**src/rtl/pulse_stretcher_pkg.sv**
```systemverilog
// Shared types and helpers for the multi-channel LED pulse stretcher.
// Latency/backpressure: none here; package only.
package pulse_stretcher_pkg;

    typedef enum logic [1:0] {
        IDLE = 2'b00,
        ON   = 2'b01,
        GAP  = 2'b10
    } state_t;

    function automatic int max(input int a, input int b);
        return (a > b) ? a : b;
    endfunction

    // Never let the counter collapse to zero width when both durations are 1.
    function automatic int cnt_width(input int on_cycles, input int gap_cycles);
        int w;
        w = $clog2(max(on_cycles, gap_cycles));
        return (w < 1) ? 1 : w;
    endfunction

endpackage

```
**src/rtl/stretch_channel.sv**
```systemverilog
// One LED channel: stretches strobes into ON_CYCLES blinks separated by GAP_CYCLES dark gaps.
// Latency 1 cycle strobe-to-LED; no backpressure, strobes beyond the pending limit are dropped and flagged.
module stretch_channel
    import pulse_stretcher_pkg::*;
#(
    parameter int ON_CYCLES  = 5_000_000,
    parameter int GAP_CYCLES = 2_500_000,
    parameter int PEND_W     = 3
) (
    input  logic              clk,
    input  logic              reset,
    input  logic              pulse_in,
    input  logic              clr_overflow,
    output logic              led_out,
    output logic              busy,
    output logic [PEND_W-1:0] pending,
    output logic              overflow
);

    localparam int                 CNT_W    = cnt_width(ON_CYCLES, GAP_CYCLES);
    localparam logic [CNT_W-1:0]   ON_LOAD  = CNT_W'(ON_CYCLES - 1);
    localparam logic [CNT_W-1:0]   GAP_LOAD = CNT_W'(GAP_CYCLES - 1);
    localparam logic [PEND_W-1:0]  PEND_MAX = '1;

    state_t              r_state;
    logic [CNT_W-1:0]    r_cnt;
    logic [PEND_W-1:0]   r_pend;
    logic                r_ovf;
    logic                r_led;

    logic w_cnt_zero;
    logic w_gap_end;
    logic w_launch;
    logic w_inc;
    logic w_sat;

    always_comb begin
        w_cnt_zero = (r_cnt == '0);
        w_gap_end  = (r_state == GAP) && w_cnt_zero;
        w_launch   = w_gap_end && (r_pend != '0);
        // A strobe is queued unless it directly starts a blink (from IDLE or an empty-queue gap end).
        w_inc      = pulse_in && ((r_state == ON) ||
                                  ((r_state == GAP) && !(w_gap_end && (r_pend == '0))));
        w_sat      = w_inc && !w_launch && (r_pend == PEND_MAX);
    end

    always_ff @(posedge clk) begin
        if (reset) begin
            r_state <= IDLE;
            r_cnt   <= '0;
            r_pend  <= '0;
            r_ovf   <= 1'b0;
            r_led   <= 1'b0;
        end else begin
            case (r_state)
                IDLE: begin
                    if (pulse_in) begin
                        r_state <= ON;
                        r_cnt   <= ON_LOAD;
                        r_led   <= 1'b1;
                    end
                end
                ON: begin
                    if (!w_cnt_zero) begin
                        r_cnt <= r_cnt - CNT_W'(1);
                    end else begin
                        r_state <= GAP;
                        r_cnt   <= GAP_LOAD;
                        r_led   <= 1'b0;
                    end
                end
                GAP: begin
                    if (!w_cnt_zero) begin
                        r_cnt <= r_cnt - CNT_W'(1);
                    end else if ((r_pend != '0) || pulse_in) begin
                        r_state <= ON;
                        r_cnt   <= ON_LOAD;
                        r_led   <= 1'b1;
                    end else begin
                        r_state <= IDLE;
                    end
                end
                default: begin
                    r_state <= IDLE;
                    r_cnt   <= '0;
                    r_led   <= 1'b0;
                end
            endcase

            case ({w_inc, w_launch})
                2'b10:   if (!w_sat) r_pend <= r_pend + PEND_W'(1);
                2'b01:   r_pend <= r_pend - PEND_W'(1);
                default: r_pend <= r_pend;
            endcase

            // A lost event in the same cycle as a clear keeps the flag set.
            if (w_sat) begin
                r_ovf <= 1'b1;
            end else if (clr_overflow) begin
                r_ovf <= 1'b0;
            end
        end
    end

    assign led_out  = r_led;
    assign pending  = r_pend;
    assign overflow = r_ovf;
    assign busy     = (r_state != IDLE) || (r_pend != '0);

endmodule

```
**src/rtl/pulse_stretcher.sv**
```systemverilog
// Multi-channel activity indicator: independent stretch_channel per strobe input, pending counts packed.
// Latency 1 cycle strobe-to-LED; no backpressure, overflowing strobes are dropped and flagged per channel.
module pulse_stretcher
    import pulse_stretcher_pkg::*;
#(
    parameter int CHANNELS   = 4,
    parameter int ON_CYCLES  = 5_000_000,
    parameter int GAP_CYCLES = 2_500_000,
    parameter int PEND_W     = 3
) (
    input  logic                       clk,
    input  logic                       reset,
    input  logic [CHANNELS-1:0]        pulse_in,
    input  logic [CHANNELS-1:0]        clr_overflow,
    output logic [CHANNELS-1:0]        led_out,
    output logic [CHANNELS-1:0]        busy,
    output logic [CHANNELS*PEND_W-1:0] pending,
    output logic [CHANNELS-1:0]        overflow
);

    for (genvar g = 0; g < CHANNELS; g++) begin : g_ch
        logic [PEND_W-1:0] w_pend;

        stretch_channel #(
            .ON_CYCLES  (ON_CYCLES),
            .GAP_CYCLES (GAP_CYCLES),
            .PEND_W     (PEND_W)
        ) u_ch (
            .clk          (clk),
            .reset        (reset),
            .pulse_in     (pulse_in[g]),
            .clr_overflow (clr_overflow[g]),
            .led_out      (led_out[g]),
            .busy         (busy[g]),
            .pending      (w_pend),
            .overflow     (overflow[g])
        );

        assign pending[g*PEND_W +: PEND_W] = w_pend;
    end

endmodule

```
**config.mk**
```make
export PLATFORM = sky130hd
export DESIGN_NAME = pulse_stretcher
export DESIGN_NICKNAME = d
export VERILOG_FILES = /design/src/rtl/pulse_stretcher_pkg.sv /design/src/rtl/stretch_channel.sv /design/src/rtl/pulse_stretcher.sv
export SDC_FILE = /design/constraint.sdc
export NUM_CORES = 1
export LEC_CHECK = 0
export BUFFER_PORTS_ARGS = -buffer_cell sky130_fd_sc_hd__buf_2
export CORE_UTILIZATION = 48
export CTS_CLUSTER_DIAMETER = 50
export DETAILED_ROUTE_END_ITERATION = 12
export HOLD_SLACK_MARGIN = 0.08
export PLACE_DENSITY = 0.74
export SLEW_MARGIN = 15
export SYNTH_ARGS = -nofsm -noshare
export SYNTH_HDL_FRONTEND = slang
export SYNTH_SLANG_ARGS = --single-unit
```
**constraint.sdc**
```tcl
create_clock -name clk -period 4.1 [get_ports clk]
set_input_delay 0.205 -clock clk [delete_from_list [all_inputs] [get_ports clk]]
set_output_delay 0.205 -clock clk [all_outputs]
set_load 0.01 [all_outputs]
```
### After elaboration in Yosys (flattened, before gate mapping)

Cells that the tools add are included.

| cells by class | value |
|---|---|
| shift-type cells | 0 |
| add/subtract/negate cells | 12 |
| reduce and logical (&&, ||, !) cells | 92 |
| $mul | 0 |
| bitwise gates (word level) | 0 |
| magnitude comparators | 0 |
| mux-type cells | 76 |
| div/mod/pow operators | 0 |
| eq/ne operators | 44 |

Operator list:

| cell | count |
|---|---|
| $mux 23 | 16 |
| $pmux 23 s3 | 4 |
| $logic_not 23->1 | 4 |
| $sub 23x1->23 const B | 4 |
| $logic_and 1x1->1 | 28 |
| $mux 1 | 28 |
| $mux 2 | 12 |
| $ne 2x2->1 const B | 12 |
| $pmux 2 s3 | 4 |
| $pmux 3 s2 | 4 |
| $reduce_bool 2->1 | 12 |
| $eq 2x1->1 const B | 8 |
| $eq 2x2->1 const B | 8 |
| $ne 2x1->1 const B | 8 |
| $reduce_and 2->1 | 8 |
| $reduce_and 4->1 | 4 |
| $add 3x1->3 const B | 4 |
| $eq 3x3->1 const B | 4 |
| $logic_not 3->1 | 4 |
| $logic_or 1x1->1 | 12 |
| $mux 3 | 4 |
| $ne 3x3->1 const B | 4 |
| $pmux 1 s3 | 4 |
| $reduce_and 3->1 | 4 |
| other kinds (4) | 20 |

| storage, ports and cells | value |
|---|---|
| memories | 0 |
| output and inout bits | 24 |
| register bits | 120 |
| word-level logic and storage cells | 244 |
| input bits | 10 |
| RAM bits | 0 |
| bits in latches | 0 |
| memory bits (read-only) | 0 |

### Logic depth before layout (Yosys ltp)

Gate-level depths: netlist of the first run.

| depth | value |
|---|---|
| depth after elaboration | 11 |
| depth in mapped cells | 11 |
| mapped depth without buffers | 11 |

### By module

Synthesis of the first run repeated with hierarchy kept, for this count alone.

| unflattened totals | value |
|---|---|
| cells, all modules | 1067 |
| area total of the unflattened synthesis | 8219.1 um^2 |

Modules (own cells, without submodules):

| module | sequential area each (um^2) | cells an instance | area each (um^2) | instances |
|---|---|---|---|---|
| stretch_channel (g_ch[0].u_ch ...) | 600.6 | 280 | 2099.5 | 2 |
| stretch_channel (g_ch[2].u_ch) | 600.6 | 268 | 2109.5 | 1 |
| stretch_channel (g_ch[3].u_ch) | 600.6 | 239 | 1910.6 | 1 |

### Worst setup path before layout of the first run

Ideal clock, no wire load.

| path | value |
|---|---|
| path kind | flip-flop to flip-flop |
| start point | reg g_ch[0].u_ch.r_cnt[0] |
| end point | reg g_ch[0].u_ch.r_pend[2] |
| arrival time | 2.716 ns |
| required time | 3.972 ns |
| slack | 1.257 ns |
| setup time | 0.128 ns |
| clock period less this slack | 2.843 ns |
| stages on the path, launching flop included | 12 |
| path buffers | 0 |
| path through | dfxtp_1 -> inv_1 -> ha_1 -> or4b_2 -> or3_1 -> nor3_1 -> inv_1 -> fa_1 -> nor2b_1 -> a32oi_1 -> xor2_1 -> nor2_1 |

| on the way | value |
|---|---|
| word-level cells in the longest chain between the ends | 11 |
| elaborated cells between the ends (all ways) | 17 |
| those cells by class | eq/ne: 3; mux: 1; reduce/logical: 13 |

Ends and longest elaborated chain:

| element | line | text |
|---|---|---|
| start, declared | stretch_channel.sv:26 | `logic [CNT_W-1:0] r_cnt;` |
| start signal, assigned | stretch_channel.sv:65 | `r_cnt <= r_cnt - CNT_W'(1);` |
| start signal, assigned | stretch_channel.sv:74 | `r_cnt <= r_cnt - CNT_W'(1);` |
| $logic_not 23->1 (*) | stretch_channel.sv:38 | `w_cnt_zero = (r_cnt == '0);` |
| $logic_and 1x1->1 (*) | stretch_channel.sv:39 | `w_gap_end = (r_state == GAP) && w_cnt_zero;` |
| $logic_and 1x1->1 | stretch_channel.sv:43 | `((r_state == GAP) && !(w_gap_end && (r_pend == '0))));` |
| $logic_not 1->1 | stretch_channel.sv:43 |  |
| $logic_and 1x1->1 | stretch_channel.sv:43 |  |
| $logic_or 1x1->1 | stretch_channel.sv:42 | `w_inc = pulse_in && ((r_state == ON) \|\|` |
| $logic_and 1x1->1 | stretch_channel.sv:42 |  |
| $logic_and 1x1->1 (2 in series) | stretch_channel.sv:44 | `w_sat = w_inc && !w_launch && (r_pend == PEND_MAX);` |
| $ne 2x2->1 (no line) | -- |  |
| $reduce_and 2->1 (no line) | -- |  |
| end signal, assigned | stretch_channel.sv:91 | `2'b10: if (!w_sat) r_pend <= r_pend + PEND_W'(1);` |
| end signal, assigned | stretch_channel.sv:92 | `2'b01: r_pend <= r_pend - PEND_W'(1);` |
| end signal, assigned | stretch_channel.sv:93 | `default: r_pend <= r_pend;` |
| end, declared | stretch_channel.sv:27 | `logic [PEND_W-1:0] r_pend;` |

Mark *: on every way between the ends. The rest lies on a longest branch, timed or not.
A chain may end at the register's enable or synchronous reset.

### Worst setup path after layout of the first run

Same ends and word-level chain as after synthesis.

==> results by stage, run 1 <==
Global routing:
- The number of antenna violations at the first check in global routing is 0.
- Across every metal layer, demand over resource in global routing totals 0.266.
- The number of global-route vias before repair is around 7100.
- The overall overflow remaining after global route is 0.
- Entering global routing, the biggest net connects 36 pins.
- The first global-routing pass estimated around 35 mm of wire.

Place:
- After legalization and detailed placement, the total HPWL measured between 10 and 15 mm.
- The weighted congestion reported at the end of routability-driven placement is roughly 0.94.
- The placed instances occupy a cell area of between 7000 and 8000 µm².
- Input and output buffers added on the ports amount to 33.
- The setup slack after placement is between 1 and 1.5 ns.

Clock tree:
- The number of setup buffers added after CTS is 0.
- Post-CTS repair changed the size of 0 cells.
- The CTS root buffer is sky130_fd_sc_hd__clkbuf_16.
- After clock tree synthesis, the clock-pin slew on the worst setup and hold paths is 0.06 ns.
- In this run, post-CTS hold repair placed 3 buffers.
- The clock net sink count is 120.
- The deepest clock path buffer count is 2.
- The number of buffers added by the clock tree synthesis step is 17.
- The latest clock arrival within the worst-skew pair is approximately 0.43 ns.
- The H-tree generated during clock tree synthesis spans 4 levels.
- TritonCTS built the clock tree.

Yosys:
- The most common flop cell mapped by yosys is sky130_fd_sc_hd__dfxtp_1.
- Of the total synthesized cell area, the portion taken by XOR and XNOR cells is 0.0325.
- The synthesized instance count is approximately 1000.
- The share of the synthesized area in compound gates (AO/OA/AOI/OAI) is 0.285.
- The post-synthesis cell type count is 77.
- Averaged over all synthesized cells, the footprint is between 7 and 8 µm².
- Counting flops with a built-in enable in the synthesized netlist gives 0.
- The share of synthesized area in the top cell type comes to 0.318.
- The cell type contributing the most total cell area after synthesis is sky130_fd_sc_hd__dfxtp_1.
- Counting flops and latches in the post-synthesis netlist gives 120.
- Of the total synthesized cell area, the portion taken by AND, OR, NAND and NOR gates is 0.275.
- Ranked by total cell area, the synthesized netlist is headed by sky130_fd_sc_hd__dfxtp_1 32%, sky130_fd_sc_hd__a21oi_1 6.2%, sky130_fd_sc_hd__nor2_1 5.8%, sky130_fd_sc_hd__o21ai_0 5.1%, sky130_fd_sc_hd__nand2_1 4.1%.
- In the post-synthesis netlist, the cell with the most instances is sky130_fd_sc_hd__dfxtp_1.
- For this run, the register share of the synthesized area comes to 0.318.
- By count the netlist is led by 120 x sky130_fd_sc_hd__dfxtp_1, 116 x sky130_fd_sc_hd__nor2_1, 94 x sky130_fd_sc_hd__a21oi_1, 83 x sky130_fd_sc_hd__nand2_1, 77 x sky130_fd_sc_hd__o21ai_0.
- The total number of yosys warnings is 0.
- The net count after synthesis is 1034.
- The multiplexer area fraction after synthesis is 0.00580.
- The post-synthesis cell area is about 7600 µm².
- The adder-cell share of the synthesized area is 0.0238.
- The post-synthesis async set-or-reset flop share is 0.
- After synthesis, the largest family of logic cells by area is compound AO/OA/AOI/OAI gates.

Timing:
- Setup violations remaining at the end of the flow were counted as 0.
- After layout, the worst setup slack is 1.02 ns.
- The final worst clock skew is 0.00820 ns.
- The maximum clock frequency is about 320 MHz.
- The max-slew violation count is 0.
- Measured against its own limit, the worst slew margin works out to 0.222.
- For the finished layout, the period the worst path requires is slightly above 3 ns.
- Setup repair after global routing left no endpoint under its margin.
- The post-route clock period utilization is 0.751.
- The number of failing hold endpoints at the final stage is 0.
- Final hold analysis gives a worst-case slack of around 0.10 ns.
- For the pin with the worst max-slew slack, the measured transition is approximately 1.1 ns.
- The setup TNS after final layout is 0 ns.

Drt:
- The iteration-0 DRC count of the detailed router is between 900 and 1000.
- The routed metal-1 wirelength is slightly above 9 mm.
- The vias per cell is 6.30.
- The top layer used by detailed routing is met4.
- The post-detailed-route wirelength per cell is roughly 17 µm.
- The routed design has just over 20 mm of wire.
- The first TritonRoute pass finished after 9 iterations.
- The detailed router placed around 8000 vias in this run.
- The routed length on met2 is ~9.6 mm.
- The remaining antenna violation count after routing is 0.
- The total length of routed met3 wires is ~1.6 mm.
- The remaining routing DRC violations is 0.

Power:
- The largest voltage drop on the vdd net is 0.342 mV.
- The power density over the cells is between 400 and 500 nW/µm².
- Of the total power, the clock network draws 0.419.
- The leakage power total is 3.10 nW.
- The internal portion of the total power is between 2 and 3 mW.
- Summed over all nets, the switching power comes to between 1 and 1.5 mW.
- The proportion of total power due to net switching is 0.306.
- The share of power burned in registers is 0.383.
- The share of total power dissipated in combinational logic is 0.198.

Critical path:
- The endpoint kind of the worst setup timing path is a flip-flop.
- The cell repeated most along the worst path is sky130_fd_sc_hd__inv_1.
- The signal on the critical path passes through inv_1 > ha_1 > or4b_2 > or3_1 > nor3_1 > inv_1 > fa_1 > nor2b_1 > a32oi_1 > xor2_1 > nor2_1.
- The largest individual stage delay along the critical path comes from the cell sky130_fd_sc_hd__or4b_2.
- In this run the worst path has a maximum fanout of 6.
- STA puts the critical path data arrival time at 3.38 ns.
- The critical path in this run is classified as reg -> reg.
- STA classifies the critical path startpoint as a flip-flop.
- The largest stage delay on the critical path is 0.62 ns.
- The required time reported for the critical path endpoint is roughly 4.4 ns.

Cells and area:
- The post-layout instance area is between 8000 and 9000 µm².
- The count of antenna diodes in the layout is 0.
- The fill cell total of the finished layout is around 1500.
- Compared with the post-synthesis result, the final layout area differs by 11.1%.
- In the final layout, the share of cells above drive strength 1 is 0.0963.
- The final net count is roughly 1000.

Floorplan:
- The core region is between 15000 and 20000 µm².
- The die footprint is approximately 16000 µm².
- The top-level port count is 34.
- The die is between 100 and 150 µm tall.
- Row generation in the floorplan step produced 45 rows.
- The width of the die is between 100 and 150 µm.
- The initial utilization of the core area, before any placement, comes to 0.495.

Hold path:
- The worst min-delay path class is in -> reg.

Status:
- The run finished with clean final reports.

Run:
- The number of violations of the max-capacitance limit is 0.
-- final timing paths --
check / slack, ns / startpoint / to / cells after the start
worst min-delay path: 0.10 / clr_overflow[1] / g_ch[1].u_ch.overflow / 4
worst max register to register: 1.02 / g_ch[0].u_ch.r_cnt[0] / g_ch[0].u_ch.pending[2] / 11
worst max-delay path: 1.02 / g_ch[0].u_ch.r_cnt[0] / g_ch[0].u_ch.pending[2] / 11
worst min register to register: 0.45 / g_ch[2].u_ch.led_out / g_ch[2].u_ch.led_out / 2
-- cell usage in the layout (no fill, tap or decap), drive strengths merged, types with 5 or more instances in the layout --
| master | n |
|---|---|
| dfxtp | 120 |
| nor2 | 116 |
| a21oi | 94 |
| nand2 | 83 |
| o21ai | 81 |
| buf | 43 |
| inv | 42 |
| nor3 | 40 |
| nor4 | 38 |
| nand3 | 30 |
| or3 | 24 |
| clkbuf | 22 |
| xnor2 | 21 |
| a211oi | 19 |
| a31oi | 18 |
| or4 | 17 |
| o31ai | 15 |
| nand4 | 14 |
| nand2b | 14 |
| and3 | 9 |
| a21boi | 8 |
| nor2b | 8 |
| ha | 8 |
| xor2 | 7 |
| a311oi | 7 |
| a211o | 7 |
| a22oi | 6 |
| clkinv | 6 |
| or2 | 5 |
| nor3b | 5 |
| o22ai | 5 |
| a32oi | 5 |
| o311ai | 5 |
-- flip-flops by register name, indices dropped and copies added, names as in the netlist --
signal	flops
g_ch.u_ch.pending	12
g_ch.u_ch.r_state	8
g_ch.u_ch.led_out	4
g_ch.u_ch.overflow	4
g_ch.u_ch.r_cnt	92
-- cell families (layout without fill, tap and decap cells) --
logic type / Yosys count / in the layout
buffers and inverters: 104 / 120
AOI/OAI and AO/OA: 330 / 330
DFF: 120 / 120
and+or+nand+nor: 414 / 414
xor gates and xnor gates: 28 / 28
adders and majority gates: 12 / 12
muxes: 4 / 4
-- power by group through the flow --
stage          logic (mW)  clock network (mW)  registers [mW]
2_1_floorplan       0.572                   0            1.36
3_3_place_gp        0.689                   0            1.40
3_5_place_dp        0.699                   0            1.41
4_1_cts             0.707                1.54            1.38
5_1_grt             0.798                1.60            1.41
6_report            0.718                1.52            1.39
-- cell type report --
class	count	area (µm²)	area share
flip-flops and latches	120	2400	0.286
clock inverters	9	123	0.0146
inverters	43	161	0.0192
multi-input cells	788	4700	0.560
repair buffers	46	270	0.0322
well taps	211	264	0.0314
clock buffers	22	474	0.0565
-- worst max-delay path, delay by kind of cell (launching register included) --
| family | cells | cell delay [ns] |
|---|---|---|
| AOI/OAI and AO/OA | 1 | 0.12 |
| xor gates and xnor gates | 1 | 0.17 |
| adders and majority gates | 2 | 0.53 |
| buffers and inverters | 2 | 0.21 |
| DFF | 1 | 0.35 |
| and+or+nand+nor | 5 | 1.60 |
-- metal layers --
metal	track usage	vias to the layer above
li1	-	3788
met1	0.343	3640
met2	0.425	336
met3	0.0657	43
met4	0.107	0
met5	0	-
-- per-stage QoR --
step                      power, mW   util  instances
final                          3.63  0.550       1239
after global routing           3.80  0.550       1239
after CTS                      3.63  0.550       1239
after detailed placement       2.11  0.509       1205
after global placement         2.09  0.509       1205
after floorplan                1.93      -       1012
No activity file was read; power rests on OpenSTA's default activity.
==> run 2, diff against run 1 <==
--- a/config.mk
+++ b/config.mk
@@ -5,12 +5,13 @@
 export SDC_FILE = /design/constraint.sdc
 export NUM_CORES = 1
 export LEC_CHECK = 0
+export ABC_AREA = 1
 export BUFFER_PORTS_ARGS = -buffer_cell sky130_fd_sc_hd__buf_2
 export CORE_UTILIZATION = 48
 export CTS_CLUSTER_DIAMETER = 50
 export DETAILED_ROUTE_END_ITERATION = 12
 export HOLD_SLACK_MARGIN = 0.08
-export PLACE_DENSITY = 0.74
+export PLACE_DENSITY = 0.76
 export SLEW_MARGIN = 15
 export SYNTH_ARGS = -nofsm -noshare
 export SYNTH_HDL_FRONTEND = slang
==> constraint.sdc (replaced) <==
create_clock -name clk -period 2.8 [get_ports clk]
set_input_delay 0.14 -clock clk [delete_from_list [all_inputs] [get_ports clk]]
set_output_delay 0.14 -clock clk [all_outputs]
set_load 0.01 [all_outputs]
==> results by stage, run 2 <==
Power:
- Of the total power, the clock network draws 0.387.
- The power dissipated by switching net loads is 2.16 mW.
- The largest voltage drop on the vdd net is approximately 0.50 mV.
- The share of total power dissipated in combinational logic is 0.279.
- Of the total power, the share spent switching nets is 0.346.
- The share of power burned in registers is 0.334.
- The internal power is just over 4 mW.
- For this design the static power due to leakage is around 4 nW.
- The power density over the cells is just over 700 nW/µm².

Yosys:
- The net count after synthesis is between 1000 and 1500.
- The most common flop cell mapped by yosys is sky130_fd_sc_hd__dfxtp_1.
- The synthesized instance count is between 1000 and 1500.
- The post-synthesis cell area is about 7700 µm².
- The most frequently used cell type in the post-synthesis netlist is sky130_fd_sc_hd__nand2_1.
- The share of synthesized area occupied by flip-flops and latches is 0.314.
- By area the synthesized netlist is led by sky130_fd_sc_hd__dfxtp_1 31%, sky130_fd_sc_hd__nand2_1 17%, sky130_fd_sc_hd__nor2_1 8.7%, sky130_fd_sc_hd__a21oi_1 6.8%, sky130_fd_sc_hd__inv_1 6.5%.
- The post-synthesis async set-or-reset flop share is 0.
- A synthesized cell averages about 6.2 µm².
- Summed over all instances, the cell type with the most area after synthesis is sky130_fd_sc_hd__dfxtp_1.
- The share of synthesized area in the top cell type comes to 0.314.
- The post-synthesis cell type count is 43.
- The total number of yosys warnings is 0.
- Sorting the synthesized cells by how often they occur yields 357 x sky130_fd_sc_hd__nand2_1, 178 x sky130_fd_sc_hd__nor2_1, 133 x sky130_fd_sc_hd__inv_1, 120 x sky130_fd_sc_hd__dfxtp_1, 104 x sky130_fd_sc_hd__a21oi_1.
- Yosys mapped a number of flops with a built-in enable equal to 0.
- Synthesis inferred 120 register bits.

Clock tree:
- The CTS root buffer is sky130_fd_sc_hd__clkbuf_16.
- The H-tree depth reported by CTS is 4.
- The deepest clock path buffer count is 2.
- Gates resized during post-CTS repair numbered 0.
- Clock-pin slew was measured on the worst setup and hold paths at approximately 0.060 ns.
- The number of buffers added by the clock tree synthesis step is 17.
- TritonCTS built the clock tree.
- The clock net in this run drives a total of 120 sinks.
- The later pin in the worst-skew pair is clocked with a latency of about 0.43 ns.

Floorplan:
- In this run the count of I/O pins placed on the die edge is 34.
- The floorplan step defined a die boundary enclosing between 15000 and 20000 µm².
- After floorplanning, the core was divided into 45 placement rows.
- In this run the horizontal extent of the chip is roughly 130 µm.
- The standard cell core area is ~15000 µm².
- For this configuration, the core starts out at a cell density of 0.498.
- The die outline height is approximately 130 µm.

Global routing:
- The overall overflow remaining after global route is 0.
- After global routing, the most crowded layer is met2.
- The number of antenna violations at the first check in global routing is 0.
- The met3 global-route usage is 0.0476.
- The number of global-route vias before repair is 7160.
- The global-route wire length before repair is around 33 mm.
- The met2 usage in global routing is 0.401.
- The global routing usage on met1 is 0.325.
- Across every metal layer, demand over resource in global routing totals 0.247.
- Entering global routing, the biggest net connects 88 pins.

Drt:
- The remaining routing DRC violations is 0.
- The remaining antenna violation count after routing is 0.
- The vias per cell is 5.21.
- The routed design has about 19 mm of wire.
- The first routing iteration left between 600 and 700 violations.
- The via count of the routed design is around 7800.
- In the final routed layout, each cell accounts on average for between 10 and 15 µm.
- The first detailed-routing pass took 5 iterations.

Timing:
- The number of failing hold endpoints at the final stage was 0.
- In this run the tightest slew margin relative to its limit is 0.361.
- The post-route clock period utilization is 0.849.
- The setup TNS after final layout is 0 ns.
- The clock arrives with roughly 0.012 ns of skew.
- The max-slew violation count is 0.
- The final critical path time including I/O delays and setup is about 2.4 ns.
- The setup-violating endpoint count in the final report is 0.
- The maximum clock frequency is approximately 420 MHz.
- Setup repair after global routing left no endpoint under its margin.
- After layout, the worst setup slack is roughly 0.42 ns.
- The slew at the pin closest to its max-slew limit is about 0.96 ns.

Critical path:
- STA classifies the critical path endpoint as a flip-flop.
- The worst setup path is launched from a flip-flop.
- The required time reported for the critical path endpoint is around 3.1 ns.
- The slowest stage of the critical path is the sky130_fd_sc_hd__fa_1 cell.
- On the critical path the largest part of the delay comes from simple AND/OR/NAND/NOR gates.
- The number of buffers and inverters on the critical path is 2.
- STA puts the critical path data arrival time at between 2 and 3 ns.
- In this run the worst path has a maximum fanout of 7.
- The signal on the critical path passes through inv_1 > ha_1 > nand3_1 > nor2_1 > nand3_1 > nor3_1 > nand2_1 > fa_1 > inv_1 > nand4_1 > a21oi_1 > nor2_1.
- By startpoint and endpoint, the worst setup path is classified as reg -> reg.
- The largest stage delay on the critical path is 0.39 ns.

Cells and area:
- At the end of the flow, the number of nets in the layout was between 1000 and 1500.
- Of the cells placed in the final design, the portion with a size suffix greater than 1 is 0.0900.
- The flip-flop count of the largest register after layout is 92.
- Ranked by flip-flop count, first place goes to g_ch.u_ch.r_cnt.
- In the layout the commonest cells are 357 x sky130_fd_sc_hd__nand2_1, 178 x sky130_fd_sc_hd__nor2_1, 133 x sky130_fd_sc_hd__inv_1.
- The count of antenna diodes in the layout is 0.
- The area added between synthesis and finish is 12.4%.
- Leaving out fill and tap cells, the most frequent cell in the layout is sky130_fd_sc_hd__nand2_1.

Hold path:
- The worst min-delay path class is in -> reg.

Run:
- The number of violations of the max-capacitance limit is 0.

Place:
- Detailed placement finished with a half-perimeter wire length of approximately 14 mm.
- The setup slack after placement is 0.486 ns.
- Routability-driven placement finished with a final weighted congestion of 0.928.
- Port buffering added 33 buffers.

Status:
- The run finished with clean final reports.
run 2: final timing paths:
path,end,cells after the start,slack [ns],from
max,g_ch[2].u_ch.pending[2],12,0.42,g_ch[2].u_ch.r_cnt[0]
min,g_ch[0].u_ch.pending[2],5,0.18,pulse_in[0]
max reg2reg,g_ch[2].u_ch.pending[2],12,0.42,g_ch[2].u_ch.r_cnt[0]
min reg2reg,g_ch[1].u_ch.overflow,2,0.46,g_ch[1].u_ch.overflow
run 2: per-stage QoR:
step	hold slack [ns]	instances	util	cell area, µm²	power (mW)
floorplan	0.303	1235	-	7660	3.47
global placement	0.399	1453	0.515	7920	3.79
detailed placement	0.402	1453	0.515	7920	3.83
CTS	0.169	1489	0.560	8610	6.27
global route	0.236	1489	0.560	8610	6.66
finish	0.176	1489	0.560	8610	6.25
run 2: kinds of logic (layout without fill, tap and decap cells):
family                     after synthesis  in the layout  share of synthesized area
AOI/OAI and AO/OA                      190            190                      0.131
xor gates and xnor gates                38             38                     0.0434
adders and majority gates               12             12                     0.0235
buffers and inverters                  171            214                     0.0962
DFF                                    120            120                      0.314
and+or+nand+nor                        704            704                      0.392
run 2: what timing repair did:
| action | in CTS | in global routing |
|---|---|---|
| setup buffers | 0 | 0 |
| hold endpoints to repair | 4 | 0 |
| hold buffers | 4 | 0 |
run 2: final cells by class:
cell class	instances	area [µm²]
Timing Repair Buffer	43	250
Inverter	139	524
Multi-Input combinational cell	944	4520
Tap cell	211	264
Clock buffer	19	453
Sequential cell	120	2400
Clock inverter	13	199
Fill cell	1521	6760
run 2: power by group through the flow:
stage	sequential, mW	clock, mW	combinational (mW)
detailed placement	2.12	0	1.71
global placement	2.11	0	1.68
floorplan	2.08	0	1.39
CTS	2.09	2.46	1.73
finish	2.09	2.42	1.74
global route	2.12	2.54	2.00
run 2: layer usage:
| layer | wire [µm] | up-vias |
|---|---|---|
| met1 | 9180 | 3544 |
| met3 | 790 | 30 |
| met4 | 344 | 0 |
| met2 | 8810 | 182 |
| met5 | 0 | - |
| li1 | - | 4004 |
run 2: tightest hold or removal path: cells and delay by family:
| kind | cells | cell delay [ns] |
|---|---|---|
| simple gates | 2 | 0.20 |
| buf+inv | 2 | 0.14 |
| compound gates | 1 | 0.07 |
==> run 3, diff against run 2 <==
--- a/config.mk
+++ b/config.mk
@@ -11,7 +11,7 @@
 export CTS_CLUSTER_DIAMETER = 50
 export DETAILED_ROUTE_END_ITERATION = 12
 export HOLD_SLACK_MARGIN = 0.08
-export PLACE_DENSITY = 0.76
+export PLACE_DENSITY = 0.74
 export SLEW_MARGIN = 15
 export SYNTH_ARGS = -nofsm -noshare
 export SYNTH_HDL_FRONTEND = slang
==> constraint.sdc (replaced) <==
create_clock -name clk -period 2.4 [get_ports clk]
set_input_delay 0.12 -clock clk [delete_from_list [all_inputs] [get_ports clk]]
set_output_delay 0.12 -clock clk [all_outputs]
set_load 0.01 [all_outputs]
==> results by stage, run 3 (synthesized netlist as in run 2, its figures left out) <==
Status:
- The flow ran to the end, and the final reports show no timing, DRC or antenna violations.

Power:
- The worst-case IR drop observed on VDD is 0.540 mV.
- The share of power burned in combinational logic is 0.287.
- In this run the power density over the cells is 831 nW/µm².
- The proportion of total power due to net switching is 0.351.
- The power dissipated by switching net loads is between 2 and 3 mW.
- The internal portion of the total power is ~4.7 mW.
- Summed over all cells, the static leakage comes to 4.06 nW.
- Of the total power, the clock network draws 0.376.
- Power comes to 7.25 mW.
- Of the total power, registers draw 0.337.

Critical path:
- The signal on the critical path passes through inv_1 > ha_1 > nand2_1 > nor2_1 > nand3_2 > nor2_1 > nand2_1 > fa_1 > inv_1 > nand4_1 > a21oi_1 > nor2_1.
- The data arrival time of the worst path is between 2 and 2.5 ns.
- The largest stage delay on the critical path is 0.38 ns.
- The required time reported for the critical path endpoint is 2.71 ns.
- The buffers plus inverters on the worst setup path is 2.
- STA classifies the critical path endpoint as a flip-flop.
- The setup path with the least slack is of type reg -> reg.
- The largest individual stage delay along the critical path comes from the cell sky130_fd_sc_hd__fa_1.
- The highest net fanout along the worst path is 4.
- The cell repeated most along the worst path is sky130_fd_sc_hd__nor2_1.
- The kind of launch point of the worst setup path is a flip-flop.
- The cell family contributing the most delay on the critical path is simple AND/OR/NAND/NOR gates.

Global routing:
- The overall overflow remaining after global route is 0.
- The first global-routing pass estimated approximately 32 mm of wire.
- The maximum number of pins on one net before global-route repair is 53.
- The number of global-route vias before repair came to a little under 7000.
- The number of antenna violations at the first check in global routing came to 0.
- The overall routing resource usage is 0.242.

Timing:
- The final worst clock skew is 0.00990 ns.
- The post-route worst setup slack is about 0.23 ns.
- The maximum clock frequency is around 460 MHz.
- The max-slew violation count is 0.
- Setup violations remaining at the end of the flow were counted as 0.
- The worst slew margin relative to its limit is 0.522.
- The tightest hold path in the finished design has a slack of ~0.19 ns.
- Setup repair after global routing left no endpoint under its margin.
- Dividing the final minimum period by the clock period gives 0.902.
- At the pin with the least slew margin, the transition time is ~0.7 ns.
- The setup TNS after final layout is 0 ns.
- The final critical path time including I/O delays and setup is between 2 and 2.5 ns.
- The number of failing hold endpoints at the final stage is 0.

Clock tree:
- The clock net sink count is between 100 and 150.
- The clock-pin slew of the registers on the worst-case setup and hold paths is 0.06 ns.
- The H-tree depth reported by CTS is 4.
- The number of setup buffers added after CTS is 0.
- TritonCTS created 17 clock buffers.
- The deepest clock path buffer count is 2.
- The clock reaches the later pin of the worst-skew pair after 0.42 ns.
- The CTS tree is yes.
- In this run the clock root is driven by a sky130_fd_sc_hd__clkbuf_16.

Cells and area:
- The register with the most flip-flops in the final layout is g_ch.u_ch.r_cnt.
- The area added between synthesis and finish is 13.9%.
- In the final layout, the share of cells above drive strength 1 is 0.104.
- The count of antenna diodes in the layout is 0.
- The final net count is around 1300.
- The non-filler instance count after layout is approximately 1500.
- Leaving out fill and tap cells, the most frequent cells in the layout are 357 x sky130_fd_sc_hd__nand2_1, 175 x sky130_fd_sc_hd__nor2_1, 132 x sky130_fd_sc_hd__inv_1.
- The library cell used most frequently in the layout, excluding fill and tap cells, is sky130_fd_sc_hd__nand2_1.
- The finished cells cover between 8000 and 9000 µm².
- The final cell utilization of the core is 0.568.
- The flip-flop count of the largest register after layout is 92.

Place:
- Summing all placed instances gives a cell area of 8030 µm².
- The setup slack after placement is 0.217 ns.
- The congestion estimate from routability-driven global placement came to between 0.9 and 1.
- In this run the tool buffered the top-level ports with 33 buffer cells.
- Detailed placement finished with a half-perimeter wire length of between 10 and 15 mm.
- The number of placed instances, taps included is approximately 1500.

Floorplan:
- The top-level port count is 34.
- The die is around 130 µm tall.
- The standard cell core area is approximately 15000 µm².
- The initial core utilization is 0.498.
- The floorplan has between 40 and 50 rows.
- The die covers 16500 µm².
- The width of the die is approximately 130 µm.

Hold path:
- In this run the worst hold path is classified as in -> reg.

Drt:
- Wires add up to roughly 19 mm.
- The remaining antenna violation count after routing is 0.
- After detailed routing, the average wire length per cell comes to between 10 and 15 µm.
- The iteration-0 DRC count of the detailed router is between 600 and 700.
- For this run, design rule violations remaining after detail routing come to 0.
- The via count of the routed design is 7824.
- The first-pass detailed-route iteration total is 5.
- The vias per cell is about 5.2.

Run:
- Max-cap violations in this run came to 0.
## run 3: cell count changes in the layout (fill, tap and decap cells not counted), sizes merged
cell | previous run | this run
clkinv | 5 | 4
clkbuf | 19 | 20
bufinv | 5 | 4
clkinvlp | 2 | 4
inv | 140 | 139
dlygate4sd3 | 4 | 5
buf | 39 | 53
## run 3: area by class of cell
| cell class | instances | area [µm²] |
|---|---|---|
| clock buffer | 20 | 457 |
| clock inverter | 12 | 174 |
| fill | 1542 | 6650 |
| inverter | 139 | 524 |
| multi-input combinational | 944 | 4540 |
| sequential | 120 | 2400 |
| tap | 211 | 264 |
| timing repair buffer | 58 | 368 |
## run 3: timing repair
item                                   in CTS  in global routing
gates resized for setup                     0                  6
endpoints found under the hold margin       6                  0
hold buffers                                5                  0
setup endpoints to repair                   0                  2
## run 3: power by group through the flow
stage	Sequential (mW)	Combinational [mW]	Clock (mW)
global placement	2.47	2.01	0
finish	2.44	2.08	2.73
detailed placement	2.47	2.04	0
CTS	2.43	2.07	2.77
floorplan	2.43	1.62	0
global route	2.47	2.38	2.86
## run 3: layer usage
metal	up-vias	routed length, µm	track usage
met1	3542	9150	0.323
li1	4037	-	-
met3	32	1000	0.0463
met2	213	8720	0.395
met5	-	0	0
met4	0	356	0.0782
## run 3: worst reg2reg max path, cell delays in order (launching register included)
cell and delay [ns]:
sky130_fd_sc_hd__dfxtp_1 0.32, sky130_fd_sc_hd__inv_1 0.13, sky130_fd_sc_hd__ha_1 0.21, sky130_fd_sc_hd__nand2_1 0.07, sky130_fd_sc_hd__nor2_1 0.14, sky130_fd_sc_hd__nand3_2 0.14, sky130_fd_sc_hd__nor2_1 0.19, sky130_fd_sc_hd__nand2_1 0.09
sky130_fd_sc_hd__fa_1 0.38, sky130_fd_sc_hd__inv_1 0.07, sky130_fd_sc_hd__nand4_1 0.11, sky130_fd_sc_hd__a21oi_1 0.15, sky130_fd_sc_hd__nor2_1 0.06
## run 3: worst paths after layout
kind | start | slack, ns | endpoint | depth (start not counted)
min | pulse_in[0] | 0.19 | g_ch[0].u_ch.r_cnt[0] | 6
max | g_ch[0].u_ch.r_cnt[0] | 0.23 | g_ch[0].u_ch.pending[2] | 12
min reg2reg | g_ch[1].u_ch.overflow | 0.46 | g_ch[1].u_ch.overflow | 2
max reg2reg | g_ch[0].u_ch.r_cnt[0] | 0.23 | g_ch[0].u_ch.pending[2] | 12
